### src/rtl/uart_rx_responder.sv
// +-----------------------------------------------------------------------------+
// | uart_rx_responder: 8N1 UART receiver with sticky byte-ready/error flags.     |
// | Optional macro UART_RX_PARITY_EN turns the frame into 8E1 (adds parity_err). |
// | Rev 1.0                                                                      |
// +-----------------------------------------------------------------------------+
`timescale 1ns/1ps
`default_nettype none

module uart_rx_responder #(
   parameter int CLK_FREQ   = 50_000_000,
   parameter int BAUD       = 115200,
   parameter int OVERSAMPLE = 16
) (
   input  logic        clk,
   input  logic        rst,
   input  logic        rx,
   input  logic        rx_clear,
   output logic [31:0] rx_data,
   output logic        rx_flag,
   output logic        rx_busy,
   output logic        frame_err,
`ifdef UART_RX_PARITY_EN
   output logic        parity_err,
`endif
   output logic        overrun_err
);

   localparam int DIV = CLK_FREQ / (BAUD * OVERSAMPLE);
   localparam int TW  = (DIV > 1) ? $clog2(DIV) : 1;
   localparam int SW  = $clog2(OVERSAMPLE);
   localparam logic [TW-1:0] TICK_LAST = TW'(DIV - 1);
   localparam logic [SW-1:0] HALF_LAST = SW'(OVERSAMPLE / 2 - 1);
   localparam logic [SW-1:0] FULL_LAST = SW'(OVERSAMPLE - 1);

`ifdef UART_RX_PARITY_EN
   typedef enum logic [2:0] {S_IDLE, S_START, S_DATA, S_PARITY, S_STOP} state_t;
`else
   typedef enum logic [2:0] {S_IDLE, S_START, S_DATA, S_STOP} state_t;
`endif

   state_t          state_q, state_d;
   logic            sync1_q, sync2_q;
   logic [TW-1:0]   tick_cnt_q, tick_cnt_d;
   logic [SW-1:0]   samp_cnt_q, samp_cnt_d;
   logic [2:0]      bit_idx_q, bit_idx_d;
   logic [7:0]      shift_q, shift_d;
   logic [7:0]      data_q, data_d;
   logic            flag_q, flag_d;
   logic            frame_err_q, frame_err_d;
   logic            overrun_q, overrun_d;
`ifdef UART_RX_PARITY_EN
   logic            parity_err_q, parity_err_d;
`endif
   logic            rx_s;
   logic            tick;

   assign rx_s = sync2_q;
   assign tick = (state_q != S_IDLE) && (tick_cnt_q == TICK_LAST);

   always_ff @(posedge clk or negedge rst) begin
      if (!rst) begin
         state_q      <= S_IDLE;
         sync1_q      <= 1'b1;
         sync2_q      <= 1'b1;
         tick_cnt_q   <= '0;
         samp_cnt_q   <= '0;
         bit_idx_q    <= '0;
         shift_q      <= '0;
         data_q       <= '0;
         flag_q       <= 1'b0;
         frame_err_q  <= 1'b0;
         overrun_q    <= 1'b0;
`ifdef UART_RX_PARITY_EN
         parity_err_q <= 1'b0;
`endif
      end else begin
         state_q      <= state_d;
         sync1_q      <= rx;
         sync2_q      <= sync1_q;
         tick_cnt_q   <= tick_cnt_d;
         samp_cnt_q   <= samp_cnt_d;
         bit_idx_q    <= bit_idx_d;
         shift_q      <= shift_d;
         data_q       <= data_d;
         flag_q       <= flag_d;
         frame_err_q  <= frame_err_d;
         overrun_q    <= overrun_d;
`ifdef UART_RX_PARITY_EN
         parity_err_q <= parity_err_d;
`endif
      end
   end

   always_comb begin
      state_d     = state_q;
      samp_cnt_d  = samp_cnt_q;
      bit_idx_d   = bit_idx_q;
      shift_d     = shift_q;
      data_d      = data_q;
      flag_d      = flag_q;
      frame_err_d = frame_err_q;
      overrun_d   = overrun_q;
`ifdef UART_RX_PARITY_EN
      parity_err_d = parity_err_q;
`endif

      if (state_q == S_IDLE || tick) tick_cnt_d = '0;
      else                           tick_cnt_d = tick_cnt_q + TW'(1);

      // Clear is applied first so that a completing frame on the same edge wins.
      if (rx_clear) begin
         flag_d    = 1'b0;
         overrun_d = 1'b0;
`ifdef UART_RX_PARITY_EN
         parity_err_d = 1'b0;
`endif
      end

      case (state_q)
         S_IDLE: begin
            samp_cnt_d = '0;
            if (!rx_s) state_d = S_START;
         end
         S_START: begin
            if (tick) begin
               if (samp_cnt_q == HALF_LAST) begin
                  samp_cnt_d = '0;
                  bit_idx_d  = '0;
                  state_d    = rx_s ? S_IDLE : S_DATA;
               end else begin
                  samp_cnt_d = samp_cnt_q + SW'(1);
               end
            end
         end
         S_DATA: begin
            if (tick) begin
               if (samp_cnt_q == FULL_LAST) begin
                  samp_cnt_d = '0;
                  shift_d    = {rx_s, shift_q[7:1]};
                  bit_idx_d  = bit_idx_q + 3'd1;
`ifdef UART_RX_PARITY_EN
                  if (bit_idx_q == 3'd7) state_d = S_PARITY;
`else
                  if (bit_idx_q == 3'd7) state_d = S_STOP;
`endif
               end else begin
                  samp_cnt_d = samp_cnt_q + SW'(1);
               end
            end
         end
`ifdef UART_RX_PARITY_EN
         S_PARITY: begin
            if (tick) begin
               if (samp_cnt_q == FULL_LAST) begin
                  samp_cnt_d = '0;
                  if (rx_s != ^shift_q) parity_err_d = 1'b1;
                  state_d = S_STOP;
               end else begin
                  samp_cnt_d = samp_cnt_q + SW'(1);
               end
            end
         end
`endif
         S_STOP: begin
            if (tick) begin
               if (samp_cnt_q == FULL_LAST) begin
                  samp_cnt_d = '0;
                  state_d    = S_IDLE;
                  if (rx_s) begin
                     data_d      = shift_q;
                     flag_d      = 1'b1;
                     frame_err_d = 1'b0;
                     if (flag_q && !rx_clear) overrun_d = 1'b1;
                  end else begin
                     frame_err_d = 1'b1;
                  end
               end else begin
                  samp_cnt_d = samp_cnt_q + SW'(1);
               end
            end
         end
         default: state_d = S_IDLE;
      endcase
   end

   assign rx_data     = {24'd0, data_q};
   assign rx_flag     = flag_q;
   assign rx_busy     = (state_q != S_IDLE);
   assign frame_err   = frame_err_q;
   assign overrun_err = overrun_q;
`ifdef UART_RX_PARITY_EN
   assign parity_err  = parity_err_q;
`endif

endmodule

`default_nettype wire

### config.mk
export PLATFORM = sky130hd
export DESIGN_NAME = uart_rx_responder
export DESIGN_NICKNAME = d
export VERILOG_FILES = /design/src/rtl/uart_rx_responder.sv
export SDC_FILE = /design/constraint.sdc
export NUM_CORES = 1
export LEC_CHECK = 0
export ABC_AREA = 1
export BUFFER_PORTS_ARGS = -buffer_cell sky130_fd_sc_hd__buf_2
export CAP_MARGIN = 5
export CORE_MARGIN = 2
export CORE_UTILIZATION = 48
export DETAILED_ROUTE_END_ITERATION = 10
export PLACE_DENSITY_LB_ADDON = 0.1
export SYNTH_ARGS = -nofsm -noshare
export SYNTH_HDL_FRONTEND = slang
export SYNTH_SLANG_ARGS = --single-unit
### constraint.sdc
create_clock -name clk -period 1.4 [get_ports clk]
set_input_delay 0.28 -clock clk [delete_from_list [all_inputs] [get_ports clk]]
set_output_delay 0.28 -clock clk [all_outputs]
set_load 0.01 [all_outputs]
# ---- Word level (Yosys, flattened, before mapping)
# Index checks and enable logic that the tools add are counted.
dict set report word_totals {
  inputBits 4
  ff_bits 36
  output_inout_bits 36
}
dict set report op_classes {
  n_reduce_logical 15
  n_mux 33
  add_sub_neg 3
  n_eq_ne 16
}
# operator n
set op_table {}
lappend op_table {{3-bit two-way mux} 12}
lappend op_table {{4-bit two-way mux} 4}
lappend op_table {{2-bit inequality test, second input constant} 8}
lappend op_table {{1-bit two-way mux} 12}
lappend op_table {{3-bit one-hot mux with 4 select lines} 1}
lappend op_table {{4-bit one-hot mux with 3 select lines} 1}
lappend op_table {{3-bit AND reduction} 3}
lappend op_table {{8-bit AND reduction} 1}
lappend op_table {{3-bit by 2-bit equality test with 1-bit output, second input constant} 2}
lappend op_table {{3-bit one-hot mux with 2 select lines} 1}
lappend op_table {{3-bit nonzero test} 2}
lappend op_table {{5-bit by 1-bit adder with 5-bit output, second input constant} 1}
lappend op_table {{5-bit equality test, second input constant} 1}
lappend op_table {{5-bit two-way mux} 1}
lappend op_table {{5-bit AND reduction} 1}
lappend op_table {{4-bit by 1-bit adder with 4-bit output, second input constant} 1}
lappend op_table {{4-bit by 3-bit equality test with 1-bit output, second input constant} 1}
lappend op_table {{4-bit equality test, second input constant} 1}
lappend op_table {{4-bit AND reduction} 1}
lappend op_table {{3-bit by 1-bit adder with 3-bit output, second input constant} 1}
lappend op_table {{3-bit by 1-bit equality test with 1-bit output, second input constant} 1}
lappend op_table {{3-bit equality test, second input constant} 1}
lappend op_table {{3-bit logical NOT} 1}
lappend op_table {{1-bit logical AND} 2}
lappend op_table {{other kinds (6)} 6}

# ---- Depth between registers and ports, before layout
dict set report depth {
  word_depth 7
  mapped_depth 10
  ltp_nobuf 10
}

# ---- Worst setup path after synthesis
# OpenSTA, ideal clock, no wires.
dict set report synth_path {
  path_type {reg-to-reg}
  startpoint {register tick_cnt_q[0]}
  endpoint {register shift_q[7]}
  path_slack_ps 44
  period_less_slack_ps 1356
  required_ps 1280
  n_path_buf 1
  path_stages_with_launch 11
  arrival_time_ps 1236
  cell_sequence {dfrtp_1 -> inv_1 -> ha_1 -> nand2_1 -> inv_1 -> nand2_2 -> inv_2 -> nand3_4 -> buf_6 -> nand2_1 -> o21ai_2}
}
dict set report synth_via {
  elab_chain_len 3
}
# item line
set synth_lines {}
lappend synth_lines {{start: declaration} 43} ;# logic [TW-1:0] tick_cnt_q, tick_cnt_d;
lappend synth_lines {{start signal: assignment} 80} ;# tick_cnt_q <= tick_cnt_d;
lappend synth_lines {{5-bit equality test} 58} ;# assign tick = (state_q != S_IDLE) && (tick_cnt_q == TICK_LAST);
lappend synth_lines {{1-bit logical AND} 58}
lappend synth_lines {{3-bit AND reduction (no source line)} --}
lappend synth_lines {{end signal: assignment} 83} ;# shift_q <= shift_d;
lappend synth_lines {{end: declaration} 46} ;# logic [7:0] shift_q, shift_d;
# No other way between the ends.
# A chain may end at the register's enable or synchronous reset.

# ---- Worst setup path in the final report
dict set report layout_path {
  startpoint {register state_q[1]}
  endpoint {output port rx_busy}
}
dict set report layout_via {
  elab_chain_len 1
}
# item line
set layout_lines {}
lappend layout_lines {{start: declaration} 41} ;# state_t state_q, state_d;
lappend layout_lines {{start signal: assignment} 77} ;# state_q <= state_d;
lappend layout_lines {{3-bit nonzero test} 188} ;# assign rx_busy = (state_q != S_IDLE);
lappend layout_lines {{end: declaration} 20} ;# output logic rx_busy,
# No other way between the ends.

==> impl_results.md <==
- Status: finished, final reports clean
- Hold Path Origin: rx
- Area after DPL: 0.00196 mm2
- Worst reg2reg startpoint: tick_cnt_q[0]
- Vias: 1374
- Slew Limit Fails: 0
- Post-synthesis cell count: 204
- H-Tree Depth: 2
- Ant. Diodes: 0
- Dpl cells: 274
- Setup violators final: 0
- Clock Latency Late Sink: 0.29 ns
- Post-Route Skew: 0.00761 ns
- Cell Rows: 22
- Peak VDD IR: 0.000762 V
- Post-DP HPWL: 2.43 mm
- Distinct cells, synth: 29
- Clock-pin slew of the registers on the worst-case setup and hold paths: 0.07 ns
- GRT Resource Usage Total: 0.184
- Post-synthesis sequential area ratio: 0.476
- CTS tree: yes
- Max Root-Sink Buffers: 2
- Design area: 0.00226 mm2
- I/O pins: 40
- Largest net degree at the start of global routing: 22
- Final wirelength: 3.49 mm
- Pleak: 1.14 nW
- IO Port Bufs: 15
- Yosys warns: 0
- Initial Util: 0.500
- CTS buffer count: 5
- CP arrival: 1.10 ns
- CTS root buffer: clkbuf_8
- Clock sinks: 35
- Mapped Avg Cell Area: 9.05 um2
- Tcrit/Tclk final: 0.987
- Wire length per cell: 12.2 um
- Pwr Density: 888 mW/mm2
- GR peak layer: met2
- Met3 Track Usage GR: 0.0511
- Die Ht: 66.0 um
- Critical path launch point: state_q[1]
- Register bit total from synthesis: 35
- Via density: 4.79
- Grt ovf: 0
- Antenna viol nets, final: 0
- Area grow syn2layout: 22.6%
- Initial antenna violation count: 0
- Fmax: 0.724 GHz
- DRT Pass-1 Iters: 4
- First-pass GRT wire length: 5.90 mm
- Core area: 0.00369 mm2
- Worst Hold Class: in -> reg
- DIE AREA: 0.00436 mm2
- Setup ws final: 0.0185 ns
- Synth Cell Area: 0.00185 mm2
- RePlAce Congestion: 0.793
- Fin cells: 287
- WP data required: 1.12 ns
- M2 GR Usage: 0.299
- Max-cap violation count: 0
- RSZ-0062 raised after global routing: yes
- Worst Setup Path Type: reg -> out
- Final count of hold timing violations: 0
- Pre-CTS WS: -0.0470 ns
- Share of layout cells above drive strength 1: 0.360
- Drt drc: 0
- DRT iter0 DRCs: 44
- NumNets Final: 247
- Die width: 66.0 um
- M1 GR Usage: 0.236
- CP Capture Type: output port
- Vias in the first global route: 1284
- Final min period: 1.38 ns
- Crit Path Max Fanout: 7
- Startpoint types: register
-- power by group --
part	switching (mW)	total, mW	internal, mW
sequential	0.00231	1.02	1.02
clock	0.351	0.927	0.576
combinational	0.0536	0.0648	0.0112
total	0.407	2.01	1.60
-- logic make-up after synthesis --
group | synth area share
simple gates | 0.244
buf+inv | 0.152
flops | 0.476
compound gates | 0.0732
fa+ha+maj | 0.0339
xor+xnor | 0.0190
other cells | 0.00203
-- cell usage in the layout, fill, tap and decap left out, drive strengths merged, types with 2 or more instances in the layout --
cell and count:
xor2 2, ha 5, a21oi 4, inv 21, nand3 16, conb 24, nand4 4, xnor2 2
o21ai 14, nor2 15, dfstp 2, clkbuf 6, clkinv 2, dfrtp 33, nand2 57, buf 28
-- stage by stage --
stage                      util  setup TNS (ns)  hold WS [ns]  power [mW]
after global placement    0.531               0         0.212        1.10
final                     0.614               0        0.0961        2.01
after floorplan               -               0       -0.0156        1.12
after detailed placement  0.531          -0.112         0.222        1.10
after global routing      0.614          -0.645        0.0855        2.10
after CTS                 0.575               0        0.0885        2.03
-- path summary, 6_finish.rpt --
| check | to | slack, ns | depth (start not counted) |
|---|---|---|---|
| worst max-delay path | rx_busy | 0.02 | 3 |
| worst min-delay path | sync1_q | 0.1 | 1 |
| worst max register to register | shift_q[6] | 0.04 | 10 |
| worst min register to register | rx_s | 0.36 | 0 |
| max in group asynchronous | sync1_q | 0.44 | 3 |
| min in group asynchronous | samp_cnt_q[3] | 0.44 | 2 |
-- critical path: stages (launching register included) --
cell,delay [ns]
dfrtp_2,0.46
inv_4,0.11
nand2_4,0.09
buf_2,0.15
-- Yosys cell counts --
cell type / number / share of area
o21ai_2: 7 / 0.033
nor2_4: 3 / 0.018
nand3_2: 2 / 0.011
nand3_1: 11 / 0.030
buf_4: 24 / 0.098
nor3_1: 1 / 0.0027
nand3_4: 2 / 0.019
a21oi_2: 3 / 0.014
nand2_4: 1 / 0.0061
dfstp_2: 2 / 0.028
nand4_1: 4 / 0.014
xor2_1: 2 / 0.0095
a21oi_1: 1 / 0.0027
nor2_2: 2 / 0.0068
ha_1: 5 / 0.034
o21ai_1: 1 / 0.0027
inv_1: 16 / 0.033
nand2_2: 2 / 0.0068
buf_6: 1 / 0.0061
buf_2: 1 / 0.0027
o211ai_1: 1 / 0.0041
inv_2: 5 / 0.010
conb_1: 1 / 0.0020
dfrtp_1: 33 / 0.45
nand2_1: 54 / 0.11
clkinv_2: 1 / 0.0027
xnor2_1: 2 / 0.0095
nor2_1: 10 / 0.020
o21ai_0: 6 / 0.016
-- cell type report --
cell class	count	area (um2)
multi-input cells	145	895
inverters	22	95.1
flip-flops and latches	35	881
fillers	307	1430
clock inverters	2	35.0
repair buffers	29	215
well taps	48	60.1
clock buffers	6	82.6
-- flip-flops by register name, summed over array words and instances (netlist names) --
name	count
bit_idx_q	3
data_q	8
frame_err	1
overrun_err	1
rx_flag	1
rx_s	1
samp_cnt_q	4
shift_q	8
state_q	2
sync1_q	1
tick_cnt_q	5
-- layer usage --
metal / vias to the layer above / routed length, um
met2: 37 / 1820
met3: 4 / 150
met1: 667 / 1490
met4: 0 / 34
li1: 666 / -
met5: - / 0
-- repair_timing --
item | CTS | global route
gates cloned | 1 | 0
resized for setup | 9 | 28
setup buffers | 0 | 3
setup endpoints to repair | 13 | 27
hold buffers | 1 | 0
pin swaps | 1 | 22
endpoints found under the hold margin | 14 | 0
Note: power is estimated with default switching activity, not from simulation.
